`src/rtl/flex_counter_pkg.sv`:
```
// Shared types for the flexible up/down counter: end-of-range modes and the
// mapping from the raw 2-bit mode input.
package flex_counter_pkg;

    typedef enum logic [1:0] {
        MODE_WRAP    = 2'b00,
        MODE_SAT     = 2'b01,
        MODE_ONESHOT = 2'b10
    } cnt_mode_t;

    // The unused encoding 2'b11 behaves as wrap.
    function automatic cnt_mode_t to_mode(input logic [1:0] raw);
        case (raw)
            2'b01:   return MODE_SAT;
            2'b10:   return MODE_ONESHOT;
            default: return MODE_WRAP;
        endcase
    endfunction

endpackage

```
`src/rtl/flex_counter_ext.sv`:
```
// Up/down counter between a latched start and rollover value with wrap,
// saturate and one-shot end-of-range behaviour plus flag/pulse/done outputs.
module flex_counter_ext
    import flex_counter_pkg::*;
#(
    parameter int                      NUM_CNT_BITS     = 4,
    parameter logic [NUM_CNT_BITS-1:0] DEFAULT_ROLLOVER = NUM_CNT_BITS'(15)
) (
    input  logic                    clk,
    input  logic                    n_rst,
    input  logic                    clear,
    input  logic                    load,
    input  logic                    count_enable,
    input  logic [NUM_CNT_BITS-1:0] load_val,
    input  logic                    up_down,
    input  logic [1:0]              mode,
    input  logic [NUM_CNT_BITS-1:0] start_val,
    input  logic [NUM_CNT_BITS-1:0] rollover_val,
    output logic [NUM_CNT_BITS-1:0] count_out,
    output logic                    rollover_flag,
    output logic                    rollover_pulse,
    output logic                    done
);

    cnt_mode_t                cfg_mode, cfg_mode_nxt;
    logic                     cfg_up, cfg_up_nxt;
    logic [NUM_CNT_BITS-1:0]  cfg_start, cfg_start_nxt;
    logic [NUM_CNT_BITS-1:0]  cfg_roll, cfg_roll_nxt;
    logic [NUM_CNT_BITS-1:0]  terminal, reload, terminal_nxt, reload_nxt;
    logic [NUM_CNT_BITS-1:0]  count_nxt;
    logic                     flag_nxt, pulse_nxt, done_nxt;
    logic                     latch_cfg, step_ok;

    // Config register inputs: only clear/load may change the active range.
    always_comb begin
        latch_cfg     = clear | load;
        cfg_mode_nxt  = latch_cfg ? to_mode(mode) : cfg_mode;
        cfg_up_nxt    = latch_cfg ? up_down       : cfg_up;
        cfg_start_nxt = latch_cfg ? start_val     : cfg_start;
        cfg_roll_nxt  = latch_cfg ? rollover_val  : cfg_roll;

        terminal      = cfg_up     ? cfg_roll      : cfg_start;
        reload        = cfg_up     ? cfg_start     : cfg_roll;
        terminal_nxt  = cfg_up_nxt ? cfg_roll_nxt  : cfg_start_nxt;
        reload_nxt    = cfg_up_nxt ? cfg_start_nxt : cfg_roll_nxt;
    end

    always_comb begin
        count_nxt = count_out;
        pulse_nxt = 1'b0;
        done_nxt  = done;
        step_ok   = count_enable && !(cfg_mode == MODE_ONESHOT && done);

        if (clear) begin
            count_nxt = reload_nxt;
            done_nxt  = 1'b0;
        end else if (load) begin
            count_nxt = load_val;
            done_nxt  = 1'b0;
        end else if (step_ok) begin
            if (count_out != terminal) begin
                count_nxt = cfg_up ? count_out + NUM_CNT_BITS'(1)
                                   : count_out - NUM_CNT_BITS'(1);
                pulse_nxt = (count_nxt == terminal);
            end else if (cfg_mode == MODE_WRAP) begin
                // With start == roll the reload lands on the terminal again.
                count_nxt = reload;
                pulse_nxt = (reload == terminal);
            end
            if (pulse_nxt && cfg_mode == MODE_ONESHOT)
                done_nxt = 1'b1;
        end

        flag_nxt = (count_nxt == terminal_nxt);
    end

    always_ff @(posedge clk or negedge n_rst) begin
        if (!n_rst) begin
            cfg_mode       <= MODE_WRAP;
            cfg_up         <= 1'b1;
            cfg_start      <= '0;
            cfg_roll       <= DEFAULT_ROLLOVER;
            count_out      <= '0;
            rollover_flag  <= 1'b0;
            rollover_pulse <= 1'b0;
            done           <= 1'b0;
        end else begin
            cfg_mode       <= cfg_mode_nxt;
            cfg_up         <= cfg_up_nxt;
            cfg_start      <= cfg_start_nxt;
            cfg_roll       <= cfg_roll_nxt;
            count_out      <= count_nxt;
            rollover_flag  <= flag_nxt;
            rollover_pulse <= pulse_nxt;
            done           <= done_nxt;
        end
    end

endmodule

```
`config.mk`:
```
export PLATFORM = sky130hd
export DESIGN_NAME = flex_counter_ext
export DESIGN_NICKNAME = d
export VERILOG_FILES = /design/src/rtl/flex_counter_pkg.sv /design/src/rtl/flex_counter_ext.sv
export SDC_FILE = /design/constraint.sdc
export NUM_CORES = 1
export LEC_CHECK = 0
export BUFFER_PORTS_ARGS = -buffer_cell sky130_fd_sc_hd__buf_2
export CORE_UTILIZATION = 59
export DETAILED_ROUTE_END_ITERATION = 12
export HOLD_SLACK_MARGIN = 0.02
export PLACE_DENSITY_LB_ADDON = 0.15
export SETUP_SLACK_MARGIN = 0.02
export SYNTH_ARGS = -nofsm -noshare
export SYNTH_HDL_FRONTEND = slang
export SYNTH_SLANG_ARGS = --single-unit
```
`constraint.sdc`:
```
create_clock -name clk -period 5.2 [get_ports clk]
set_clock_uncertainty 0.15 [all_clocks]
set_input_delay 0.26 -clock clk [delete_from_list [all_inputs] [get_ports clk]]
set_output_delay 0.26 -clock clk [all_outputs]
set_load 0.02 [all_outputs]
```
==> results.md <==
- Synth-to-Final Area Change: 12.4%
- Post-synth EDFFs: 0
- # fillers: between 150 and 200
- Number of distinct library cells after synthesis: 42
- GRT Residual Overflow: 0
- CTS buffer count: 3
- Post-route DRC: 0
- F_max: between 300 and 400 MHz
- Clock slew at reported path FFs: 120 ps
- Hold Buf Count CTS: 1
- Area after DPL: 1590 um^2
- Critical path type: reg -> reg
- Reg-to-reg setup timing slack: 1870 ps
- Placer congestion estimate: 0.963
- VDD IR max: 243 uV
- Setup Viol. Count Final: 0
- Max stage delay cell, worst path: dfstp_2
- CP cell instances: mux2i_1, xnor2_1, nor4_4, mux2_2, a21oi_1, xor2_1, a2111oi_2, o221a_2
- Max Slew Vio Count: 0
- Largest net degree at the start of global routing: 19
- Status: complete, no violations
- Critical Path Sink Type: flop
- Core Region: 2280 um^2
- Max-Cap Viols: 0
- Syn Std Cell Area: 1460 um^2
- Worst-Margin Slew: 849 ps
- Hold Vio Cnt, Final: 0
- First drt pass iteration count: 4
- Ys Warns: 0
- Ant. Diodes: 0
- Mapped Cells: 146
- Vias in the first global route: roughly 1200
- Share of layout cells above drive strength 1: a little under a third
- I/O pin cnt: 27
- Placed cell count: ~190
- Worst Path Arrival: 3430 ps
- Layout Nets: 195
- CTS tree: done
- Non-filler cells, final: 199
- Initial DRC count: 19
- DR vias/cell: 5.89
- Die height: 51.7 um
- Fin area: 1640 um^2
- Hpwl dp: 2.64 mm
- H-tree depth: 1
- CP startpoint kind: flop
- Routed wire length: 3.35 mm
- Leak: 0.734 nW
- Die area: 2670 um^2
- CTS max path bufs: 2
- Post-route minimum period: 3330 ps
- Initial antenna violation count: 0
- Die W: 51.7 um
- Setup_tns: 0 ps
- Clk_lat worst skew: 300 ps
- ANT nets after route: 0
- First-pass GRT wire length: 5.62 mm
- Slew margin rel.: 43.3%
- Sinks on Clock Net: 18
- Post-CTS resize count: 0
- # Post-CTS Setup Buffers: 0
- Via count: around 1200
- PwrDens: 284 nW/um^2
- # rows: 17
- Crit-path max FO: 12
- Post-synthesis sequential element count: 18
- Required time worst endpoint: roughly 5300 ps
- Asr flop ratio synth: 100%
- Main flop type after synthesis: dfrtp_1
- Starting Density: between 60% and 70%
- Period utilization: 64.0%
- Clock root buffer: clkbuf_4
- Port buffer count: 26
- RSZ-0062 raised after global routing: false
- Crit-path max cell delay: 750 ps
- Per-cell routed wire length: 16.8 um
- Gr usage total: just under 30%
- Syn Nets: 169
- Post-synthesis average cell area: 9.97 um^2
- Register area share after synthesis: between 30% and 40%
- Worst hold path class: in -> reg
==> power breakdown <==
part | internal, mW | switching [mW] | total, mW
Sequential | 0.156 | 0.0225 | 0.178
Clock | 0.0427 | 0.0493 | 0.0920
Combinational | 0.0902 | 0.104 | 0.194
Total | 0.289 | 0.176 | 0.464
==> registers in the layout, indices dropped and copies added, names as in the netlist <==
name,flops
cfg_roll,4
cfg_start,4
count_out,4
cfg_mode,2
cfg_up,1
done,1
rollover_flag,1
rollover_pulse,1
==> kinds of logic after synthesis <==
kind of cell             count (synthesis)  synth area share (%)
AO/OA/AOI/OAI                           31                  15.0
multiplexers                            31                  23.0
AND/OR/NAND/NOR                         26                  10.2
XOR/XNOR                                21                  12.6
flip-flops                              18                  31.4
buffers and inverters                   16                  4.73
adder cells (fa/ha/maj)                  3                  3.10
==> cells in the mapped netlist (2+ instances only) <==
| master | instances | area (um^2) |
|---|---|---|
| a211oi_1 | 2 | 15.0 |
| nor2_1 | 6 | 22.5 |
| a21oi_1 | 8 | 40.0 |
| nand2b_1 | 2 | 12.5 |
| dfstp_2 | 5 | 131 |
| xor2_1 | 9 | 78.8 |
| o21ai_0 | 9 | 45.0 |
| nand2_1 | 6 | 22.5 |
| xnor2_1 | 12 | 105 |
| mux2_2 | 9 | 101 |
| dfrtp_1 | 13 | 325 |
| mux2i_1 | 21 | 210 |
| clkbuf_1 | 4 | 15.0 |
| ha_1 | 2 | 25.0 |
| and2_1 | 2 | 12.5 |
| inv_1 | 10 | 37.5 |
==> final cells by class <==
class                      instances  area [um^2]  area share, %
clock buffer                       4         36.3           2.22
timing repair buffer              27          140           8.57
multi-input combinational        112          930           56.8
inverter                          10         37.5           2.30
tap                               28         35.0           2.14
sequential                        18          457           27.9
==> worst max-delay path: cells and delay by family, from the launching register on <==
kind / cells / cell delay [ps]
DFF: 1 / 750
muxes: 2 / 800
and+or+nand+nor: 1 / 510
AOI/OAI and AO/OA: 3 / 780
xor gates and xnor gates: 2 / 290
==> layer usage <==
metal / track usage, % / vias to the layer above / wire (um)
met3: 3.51 / 4 / 94
met4: 9.01 / 0 / 46
met2: 52.6 / 24 / 1670
met5: 0 / - / 0
met1: 36.1 / 571 / 1540
li1: - / 573 / -
==> cell usage in the layout (no fill, tap or decap), drive strengths merged, types with 2 or more instances in the layout <==
cell type  netlist  final
ha               2      2
nand2b           2      2
dfstp            5      5
buf              2     26
a21oi            8      8
dfrtp           13     13
xor2             9      9
a211oi           2      2
mux2i           22     22
nor4             2      2
nand2            7      7
and2             2      2
nor2             7      7
mux2             9      9
a2111oi          2      2
o21ai            9      9
inv             10     10
clkbuf           4      4
o22ai            2      2
xnor2           12     12
==> per-stage QoR <==
stage | power, mW | hold slack, ps | utilization [%] | setup WS, ps
floorplan | 0.324 | -186 | - | 2300
detailed placement | 0.373 | 71.9 | 69.8 | 1920
global route | 0.491 | 63.1 | 71.9 | 1670
global placement | 0.370 | 58.9 | 69.8 | 1980
finish | 0.464 | 67.3 | 71.9 | 1870
CTS | 0.465 | 65.9 | 71.9 | 1880
==> final timing paths <==
check                           startpoint             to  cells after the start
max reg2reg                         cfg_up  rollover_flag                      8
min                        rollover_val[2]    cfg_roll[2]                      2
max                                 cfg_up  rollover_flag                      8
min reg2reg                    cfg_mode[0]    cfg_mode[0]                      2
max in group asynchronous            n_rst    cfg_roll[2]                      2
min in group asynchronous            n_rst    cfg_mode[0]                      2
(Power assumes the default switching activity.)
